`src/rtl/dmem_arb_pkg.sv`:
```
// Shared types and helpers for the data-memory arbiter: core count, FSM states,
// and the active-core clamp and mask functions.
package dmem_arb_pkg;

  localparam int unsigned NCORE = 4;

  typedef enum logic [1:0] {
    IDLE,
    ISSUE,
    WAIT,
    RESP
  } state_t;

  // A core count of 0 means 1; anything above NCORE saturates.
  function automatic logic [2:0] clamp_noc(input logic [2:0] n);
    if (n == 3'd0) begin
      return 3'd1;
    end else if (n > 3'(NCORE)) begin
      return 3'(NCORE);
    end else begin
      return n;
    end
  endfunction

  function automatic logic [NCORE-1:0] core_mask(input logic [2:0] n);
    core_mask = '0;
    for (int unsigned i = 0; i < NCORE; i++) begin
      if (3'(i) < n) begin
        core_mask[i] = 1'b1;
      end
    end
  endfunction

  function automatic logic [1:0] onehot_idx(input logic [NCORE-1:0] oh);
    onehot_idx = '0;
    for (int unsigned i = 0; i < NCORE; i++) begin
      if (oh[i]) begin
        onehot_idx = 2'(i);
      end
    end
  endfunction

endpackage

```
`src/rtl/rr_pick.sv`:
```
// Combinational round-robin selector: first eligible core at or after the
// pointer, wrapping within the active core count.
module rr_pick
  import dmem_arb_pkg::*;
(
  input  logic [NCORE-1:0] eligible,
  input  logic [1:0]       ptr,
  input  logic [2:0]       count,
  output logic [NCORE-1:0] winner,
  output logic             valid
);

  logic [2:0] start;
  logic [2:0] idx;

  always_comb begin
    // A stale pointer left over from a larger core count restarts at core 0.
    start  = ({1'b0, ptr} >= count) ? 3'd0 : {1'b0, ptr};
    winner = '0;
    valid  = 1'b0;
    idx    = '0;
    for (int unsigned k = 0; k < NCORE; k++) begin
      idx = start + 3'(k);
      if (idx >= count) begin
        idx = idx - count;
      end
      if (!valid && (3'(k) < count) && eligible[idx[1:0]]) begin
        winner[idx[1:0]] = 1'b1;
        valid            = 1'b1;
      end
    end
  end

endmodule

```
`src/rtl/dmem_arbiter.sv`:
```
// Four-core arbiter for a single shared data-memory port, one access in flight.
// Define DMEM_ARB_FIXED_PRIO_EN for lowest-index-wins instead of round-robin.
module dmem_arbiter
  import dmem_arb_pkg::*;
#(
  parameter int DATA_W = 16,
  parameter int ADDR_W = 16,
  parameter int RD_LAT = 2
) (
  input  logic                    clk,
  input  logic                    rst,
  input  logic [2:0]              noc,
  input  logic [NCORE-1:0]        req,
  input  logic [NCORE-1:0]        we,
  input  logic [NCORE*ADDR_W-1:0] addr,
  input  logic [NCORE*DATA_W-1:0] wdata,
  output logic [NCORE-1:0]        grant,
  output logic                    dmem_en,
  output logic                    dmem_we,
  output logic [ADDR_W-1:0]       dmem_addr,
  output logic [DATA_W-1:0]       dmem_wdata,
  input  logic [DATA_W-1:0]       dmem_rdata,
  output logic [NCORE-1:0]        rd_valid,
  output logic [DATA_W-1:0]       rd_data,
  output logic                    busy
);

  state_t            state;
  logic [1:0]        win_idx;
  logic              win_we;
  logic [2:0]        cnt;
  logic [2:0]        n_now;
  logic [NCORE-1:0]  eligible;
  logic [NCORE-1:0]  pick_oh;
  logic              pick_valid;
  logic [1:0]        pick_idx;
  logic [1:0]        ptr;
  logic [ADDR_W-1:0] sel_addr;
  logic [DATA_W-1:0] sel_wdata;

`ifndef DMEM_ARB_FIXED_PRIO_EN
  logic [1:0] rr_ptr;
  logic [2:0] n_lat;

  always_comb begin
    ptr = rr_ptr;
  end
`else
  always_comb begin
    ptr = '0;
  end
`endif

  always_comb begin
    n_now    = clamp_noc(noc);
    eligible = req & core_mask(n_now);
  end

  rr_pick u_pick (
    .eligible (eligible),
    .ptr      (ptr),
    .count    (n_now),
    .winner   (pick_oh),
    .valid    (pick_valid)
  );

  always_comb begin
    pick_idx  = onehot_idx(pick_oh);
    sel_addr  = addr[pick_idx*ADDR_W +: ADDR_W];
    sel_wdata = wdata[pick_idx*DATA_W +: DATA_W];
  end

  always_ff @(posedge clk) begin
    if (rst) begin
      state      <= IDLE;
      win_idx    <= '0;
      win_we     <= 1'b0;
      cnt        <= '0;
      grant      <= '0;
      dmem_en    <= 1'b0;
      dmem_we    <= 1'b0;
      dmem_addr  <= '0;
      dmem_wdata <= '0;
      rd_valid   <= '0;
      rd_data    <= '0;
      busy       <= 1'b0;
`ifndef DMEM_ARB_FIXED_PRIO_EN
      rr_ptr     <= '0;
      n_lat      <= '0;
`endif
    end else begin
      grant    <= '0;
      dmem_en  <= 1'b0;
      dmem_we  <= 1'b0;
      rd_valid <= '0;
      case (state)
        IDLE: begin
          if (pick_valid) begin
            state      <= ISSUE;
            busy       <= 1'b1;
            win_idx    <= pick_idx;
            win_we     <= we[pick_idx];
            dmem_addr  <= sel_addr;
            dmem_wdata <= sel_wdata;
            grant      <= pick_oh;
            dmem_en    <= 1'b1;
            dmem_we    <= we[pick_idx];
`ifndef DMEM_ARB_FIXED_PRIO_EN
            n_lat      <= n_now;
`endif
          end
        end
        ISSUE: begin
`ifndef DMEM_ARB_FIXED_PRIO_EN
          // Pointer wraps against the core count latched with this winner,
          // so a noc change mid-transaction only affects the next pick.
          if (({1'b0, win_idx} + 3'd1) >= n_lat) begin
            rr_ptr <= '0;
          end else begin
            rr_ptr <= win_idx + 2'd1;
          end
`endif
          if (win_we) begin
            state <= IDLE;
            busy  <= 1'b0;
          end else if (RD_LAT == 1) begin
            state <= RESP;
          end else begin
            state <= WAIT;
            cnt   <= 3'(RD_LAT - 1);
          end
        end
        WAIT: begin
          // Leave on the step that takes the counter to zero so that RESP
          // lands exactly RD_LAT cycles after ISSUE.
          cnt <= cnt - 3'd1;
          if (cnt == 3'd1) begin
            state <= RESP;
          end
        end
        RESP: begin
          state             <= IDLE;
          busy              <= 1'b0;
          rd_data           <= dmem_rdata;
          rd_valid[win_idx] <= 1'b1;
        end
        default: begin
          state <= IDLE;
          busy  <= 1'b0;
        end
      endcase
    end
  end

endmodule

```
`config.mk`:
```
export PLATFORM = sky130hd
export DESIGN_NAME = dmem_arbiter
export DESIGN_NICKNAME = d
export VERILOG_FILES = /design/src/rtl/dmem_arb_pkg.sv /design/src/rtl/rr_pick.sv /design/src/rtl/dmem_arbiter.sv
export SDC_FILE = /design/constraint.sdc
export NUM_CORES = 1
export LEC_CHECK = 0
export CORE_MARGIN = 5
export CORE_UTILIZATION = 37
export DETAILED_ROUTE_END_ITERATION = 7
export PLACE_DENSITY = 0.77
export SYNTH_ARGS = -nofsm -noshare
export SYNTH_HDL_FRONTEND = slang
export SYNTH_SLANG_ARGS = --single-unit
```
`constraint.sdc`:
```
create_clock -name clk -period 5.6 [get_ports clk]
set_clock_uncertainty 0.15 [all_clocks]
set_input_delay 1.12 -clock clk [delete_from_list [all_inputs] [get_ports clk]]
set_output_delay 1.12 -clock clk [all_outputs]
set_load 0.005 [all_outputs]
```
==> impl_metrics.yaml, run 1 <==
drt:
  routed-via-count: 5339
  postRouteAntennaNets: 0
  drcViolationCount: 0
  vias_per_cell: 5.69
  drt_wl_total_mm: 17.6
  wire_per_inst_um: 18.8
  first_pass_iters: 5
  drtIter0Drc: 326
place:
  dp_cells: 918
  dp_hpwl_mm: 13.3
  io_buffers: 215
  place.gp.congestion: 1.00
die:
  initial_core_util_pct: 38.0
  dieArea_um2: 14100
  coreArea_um2: 11500
  std_cell_rows: 39
  ios: 216
  fp.dieW_um: 119
  chipHeight_um: 119
grt:
  grt_pass1_wl_mm: 27.6
  grt_max_degree: 36
  grt_usage_pct: 23.7
  antenna_found_initial: 0
  first_global_vias: 5560
  gr-total-overflow: 0
clocking:
  hold_buffers: 0
  htree_levels: 3
  clk_latency_ns: 0.32
  cts-root-buf: "clkbuf_16"
  cts-buffers-inserted: 9
  clk_pin_slew_worst_paths_ns: 0.06
  cts_tree: "built"
  cts_sinks: 72
  cts_buffer_depth: 2
final_layout:
  drive_gt1_share_pct: 16.6
  antenna_cells: 0
  fin_cells: 939
  fill_cells: 934
  multi_input_area_um2: 2840
  syn2layout_area_growth_pct: 74.3
  seq_area_um2: 1440
  finalNetCount: 970
pwr:
  power_mw: 3.43
  seq_power_share_pct: 21.7
  power_leakage_nw: 2.85
  p_per_area_nw_per_um2: 450
  combPwrFrac_pct: 60.0
  peakVddDrop_uv: 265
  power_frac_clock_pct: 18.3
  p_int_mw: 2.08
  switchingPower_mw: 1.35
  p_sw_share_pct: 39.4
logic_synthesis:
  avgSynthCellArea_um2: 8.20
  synthesis.nets: 713
  synthFlopType: "dfxtp_1"
  synthDistinctLibCells: 67
  synth_top_area_cell: "dfxtp_1"
  ys_top_cells_by_area: "dfxtp_1, nand2_1, o221ai_1"
  synth_edf_count: 0
  synth_cells: 534
  ys_ff_latch: 72
  synth_top_cells_by_count: "nand2_1, dfxtp_1, nor2_1, a21oi_1, o22ai_1"
  synthArstFlopShare_pct: 0
  syn_area_um2: 4380
  yosys_warnings: 0
  netlist.area_leader.share_pct: 32.9
  synth-seq-area-share_pct: 32.9
  synth.most_common_cell: "nand2_1"
setup_path:
  crit_fanout: 13
  arrival_ns: 5.50
  reg2regPathDepth: 19
  endpoint_kind: "flop"
  required_ns: 5.65
  reg2reg_slack_ns: 0.85
  critPathKind: "in -> reg"
  startpoint_type: "primary input"
  reg2reg_to: "win_we"
  rr_startpoint: "ptr[0]"
sta:
  hold_viol: 0
  finalSetupViolations: 0
  slew_violations: 0
  finalCritPeriodShare_pct: 97.3
  slew_headroom_pct: 56.2
  fmax_mhz: 184
  tns_ns: 0
  max_slew.worst_pin.slew_ns: 0.655
  layout_min_cycle_time_ns: 5.45
status:
  status: "completed"
run:
  drv_cap: 0
min_path:
  hp-class: "reg -> reg"
  min_path_cells: 2
  min_from: "rd_data[12]"
  hold_end: "rd_data[12]"
through the flow:
step                      hold WS (ns)  utilization (%)  setup slack (ns)  cell area [um2]
final                            0.304             66.3             0.154             7630
after global routing             0.328             66.3           -0.0709             7630
after CTS                        0.308             64.4            0.0868             7410
after detailed placement         0.300             61.5            -0.329             7080
after global placement           0.293             61.5            -0.143             7080
after floorplan                  0.303                -            0.0515             4380
cell usage in the layout, fill, tap and decap left out, types with 3 or more instances in the layout:
cell and count:
and2_1 3, or2_2 3, o221ai_1 33, clkdlybuf4s50_1 215, o21ai_0 9, a31oi_1 3, buf_12 7, nor2b_1 9
a21o_1 4, dfxtp_1 72, inv_1 17, inv_6 3, o22ai_1 33, a21oi_2 4, nor3b_1 4, mux2i_1 4
clkbuf_16 10, a21oi_1 34, nand2b_1 8, or3_1 3, o21a_1 3, nor2_4 3, nor2_1 33, a211oi_1 6
o22ai_2 3, nand2_1 79, o211ai_1 35, o21ai_2 4, nor3_1 7, buf_4 57, nand3_1 6, ha_1 18
worst max-delay path, stage by stage:
cell and delay [ns]:
clkdlybuf4s50_1 0.50, inv_1 0.06, a21oi_2 0.13, ha_1 0.25, nand2b_4 0.16, a211o_4 0.35
ha_1 0.35, buf_4 0.17, nor2b_1 0.13, o21ai_1 0.14, or3_1 0.40, a21oi_1 0.34
o32ai_2 0.16, o211a_1 0.28, nor2_4 0.16, buf_4 0.19, nor3_4 0.05, buf_4 0.17
buf_12 0.15, o221ai_1 0.09, o311ai_1 0.13
routing by layer:
| metal | share of wire (%) | track usage (%) |
|---|---|---|
| met1 | 38 | 27.0 |
| met2 | 51 | 41.8 |
| met3 | 9.4 | 7.02 |
| met4 | 2.6 | 8.69 |
| met5 | 0 | 0 |
area by class of cell:
type,instances,area share (%)
Tap cell,143,2.34
Clock inverter,7,1.33
Inverter,19,1.00
Sequential cell,72,18.9
Timing Repair Buffer,282,36.3
Multi-Input combinational cell,407,37.2
Clock buffer,9,2.95
cell families (layout without fill, tap and decap cells):
group                      Yosys count  in the layout  share of synthesized area [%]
xor gates and xnor gates             3              3                          0.600
DFF                                 72             72                           32.9
muxes                                7              7                           2.20
and+or+nand+nor                    175            175                           18.7
AOI/OAI and AO/OA                  200            200                           33.4
adders and majority gates           22             22                           6.29
buffers and inverters               55            317                           5.91
state kept, by name, indices dropped and copies added (netlist names), named ones only:
register,cells
cnt,3
dmem_we,1
dmem_addr,16
win_we,1
win_idx,2
rd_valid,4
rd_data,16
dmem_en,1
ptr,2
n_lat,3
dmem_wdata,16
busy,1
state,1
grant,4
repair_timing:
item / 4_1_cts / 5_1_grt
cloned: 0 / 1
setup buffers: 0 / 4
gates resized for setup: 1 / 30
pin swaps: 0 / 8
endpoints found under the setup margin: 20 / 35
how the worst max path moves through the flow:
stage                 from             to  slack, ns  cells after the start
global placement    noc[0]  dmem_wdata[4]      -0.14                     19
CTS                 noc[0]   dmem_addr[8]       0.09                     21
detailed placement  noc[0]   dmem_addr[2]      -0.33                     19
global route        noc[0]         win_we      -0.07                     24
finish              noc[0]         win_we       0.15                     21
floorplan           noc[2]  dmem_addr[15]       0.05                     20
power by group through the flow:
stage	Clock (mW)	Sequential, mW	Combinational, mW
floorplan	0	0.732	1.06
global placement	0	0.751	1.84
detailed placement	0	0.756	1.89
CTS	0.640	0.746	1.91
global route	0.661	0.764	2.24
finish	0.628	0.745	2.06
No activity file was read; power rests on OpenSTA's default activity.
==> inputs of run 2 (changes only) <==
--- a/config.mk
+++ b/config.mk
@@ -7,7 +7,9 @@
 export LEC_CHECK = 0
 export CORE_MARGIN = 5
 export CORE_UTILIZATION = 37
+export CTS_CLUSTER_SIZE = 20
 export DETAILED_ROUTE_END_ITERATION = 7
+export GPL_TIMING_DRIVEN = 0
 export PLACE_DENSITY = 0.77
 export SYNTH_ARGS = -nofsm -noshare
 export SYNTH_HDL_FRONTEND = slang
==> run 2 against run 1 <==
  * Non-clock buffer count fell by 12
  * Clock-buffer cell count did not move
  * Sequential cell count did not move
  * Critical endpoint is now dmem_wdata[9]
  * Highest routed layer unchanged
==> impl_metrics.yaml, run 2 (synthesis gave the netlist of run 1 again) <==
final_layout:
  drive_gt1_share_pct: 17.3
  antenna_cells: 0
  fin_cells: 927
  syn2layout_area_growth_pct: 74.2
  top_regs: "dmem_addr: 16 flops, dmem_wdata: 16 flops, rd_data: 16 flops"
  final_core_util_pct: 66.2
  layout_common_cells: "clkdlybuf4s50_1, nand2_1, dfxtp_1"
  stdcell_area_um2: 7630
  finalNetCount: 958
  fill_cells: 953
  mostFrequentLayoutCell: "clkdlybuf4s50_1"
clocking:
  cts-buffers-inserted: 9
  clk_latency_ns: 0.33
  cts_buffer_depth: 2
  clk_pin_slew_worst_paths_ns: 0.06
  cts_sinks: 72
  hold_buffers: 0
  htree_levels: 3
  cts-root-buf: "clkbuf_16"
  cts_tree: "built"
sta:
  finalSetupViolations: 0
  timing.hold.ws_ns: 0.307
  layout_min_cycle_time_ns: 5.42
  fmax_mhz: 185
  slew_headroom_pct: 58.3
  hold_viol: 0
  finalCritPeriodShare_pct: 96.8
  slew_violations: 0
  max_slew.worst_pin.slew_ns: 0.620
drt:
  postRouteAntennaNets: 0
  drtIter0Drc: 301
  routed-via-count: 5240
  first_pass_iters: 5
  vias_per_cell: 5.65
  drcViolationCount: 0
  drt_wl_total_mm: 17.6
  wire_per_inst_um: 19.0
grt:
  first_global_vias: 5551
  grt_max_degree: 16
  grt-busiest-layer: "met2"
  grtUsageMet2_pct: 43.1
  grt_usage_pct: 24.7
  grtUsageMet3_pct: 8.31
  grt_util_met1_pct: 28.5
  antenna_found_initial: 0
  gr-total-overflow: 0
  grt_pass1_wl_mm: 28.5
place:
  dp_hpwl_mm: 13.1
  place.gp.congestion: 0.876
  dpl_cell_area_um2: 6700
  io_buffers: 214
  dp_cells: 891
min_path:
  hp-class: "reg -> reg"
  min_from: "rd_data[7]"
pwr:
  peakVddDrop_uv: 226
  power_mw: 3.35
  power_leakage_nw: 2.74
  p_per_area_nw_per_um2: 439
status:
  status: "completed"
die:
  initial_core_util_pct: 38.0
  coreArea_um2: 11500
  fp.dieW_um: 119
  chipHeight_um: 119
  ios: 216
  std_cell_rows: 39
  dieArea_um2: 14100
setup_path:
  path_delay_family: "compound AO/OA/AOI/OAI gates"
  max_stage_delay_ns: 0.47
  rr_startpoint: "ptr[0]"
  arrival_ns: 5.51
  startpoint_type: "primary input"
  endpoint_kind: "flop"
  cp_cell_sequence: "clkdlybuf4s50_1 -> inv_1 -> a21oi_4 -> ha_1 -> nand2b_4 -> a211o_4 -> ha_4 -> ha_4 -> nand2_2 -> o211ai_2 -> o22ai_2 -> a21o_1 -> or3_4 -> a41oi_4 -> o31ai_4 -> nor3_4 -> buf_12 -> buf_12 -> o221ai_2 -> o211ai_1"
  crit_start: "noc[0]"
  required_ns: 5.70
  critPathBufInv: 4
  critPathKind: "in -> reg"
  crit_fanout: 10
  cp_slowest_cell: "clkdlybuf4s50_1"
run:
  drv_cap: 0
==> run 2: cell types whose count changed in the layout (fill, tap and decap cells not counted), moves of 5 or more <==
cell | previous run | this run
o221ai_1 | 33 | 28
o22ai_2 | 3 | 10
o22ai_1 | 33 | 26
clkbuf_1 | 0 | 9
o221ai_2 | 2 | 7
buf_4 | 57 | 27
buf_2 | 0 | 5
==> run 2: cell type report <==
class | instances | area (um2) | share of cell area, %
plain buffers | 36 | 272 | 3.56
clock buffers | 9 | 225 | 2.95
clock inverters | 7 | 60.1 | 0.787
inverters | 19 | 81.3 | 1.07
multi-input cells | 407 | 3060 | 40.2
flip-flops and latches | 72 | 1440 | 18.9
well taps | 143 | 179 | 2.35
repair buffers | 234 | 2310 | 30.2
==> run 2: worst min-delay path, stage by stage (launching register included) <==
cell,delay (ns)
dfxtp_1,0.31
nand2_1,0.05
a21oi_1,0.05
==> run 2: worst paths after layout <==
path,to,slack (ns),cells after the start
worst min register to register,rd_data[7],0.31,2
worst min-delay path,rd_data[7],0.31,2
worst max-delay path,dmem_wdata[9],0.18,20
worst max register to register,dmem_wdata[9],1.03,20
==> run 2: where the power goes <==
group / internal [mW] / total, mW / switching, mW / leakage [nW]
clock network: 0.308 / 0.563 / 0.255 / 0.131
registers: 0.652 / 0.729 / 0.0774 / 0.590
logic: 0.970 / 2.06 / 1.09 / 2.02
==> run 2: through the flow <==
step | setup TNS, ns | worst slack, ns
6_report | 0 | 0.181
3_3_place_gp | -53.89 | -1.43
5_1_grt | -0.752 | -0.0474
4_1_cts | 0 | 0.00533
3_5_place_dp | -57.85 | -1.55
2_1_floorplan | 0 | 0.0515
==> run 2: routing by layer <==
| layer | vias up | part of all wire [%] |
|---|---|---|
| li1 | 2498 | - |
| met1 | 2463 | 39 |
| met2 | 241 | 50 |
| met3 | 38 | 8.5 |
| met4 | 0 | 2.4 |
| met5 | - | 0 |
==> run 2: timing repair <==
action,4_1_cts,5_1_grt
gates resized for setup,65,41
endpoints found under the setup margin,46,39
gates cloned,0,0
pin swaps,17,19
setup buffers,17,3
==> inputs of run 3 (changes only) <==
--- a/config.mk
+++ b/config.mk
@@ -5,11 +5,13 @@
 export SDC_FILE = /design/constraint.sdc
 export NUM_CORES = 1
 export LEC_CHECK = 0
+export ABC_CLOCK_PERIOD_IN_PS = 5600
 export CORE_MARGIN = 5
 export CORE_UTILIZATION = 37
 export CTS_CLUSTER_SIZE = 20
 export DETAILED_ROUTE_END_ITERATION = 7
 export GPL_TIMING_DRIVEN = 0
+export HOLD_SLACK_MARGIN = 0.05
 export PLACE_DENSITY = 0.77
 export SYNTH_ARGS = -nofsm -noshare
 export SYNTH_HDL_FRONTEND = slang
==> results of run 3 <==
The final DEF is identical to that of run 2; final timing and power are the same.
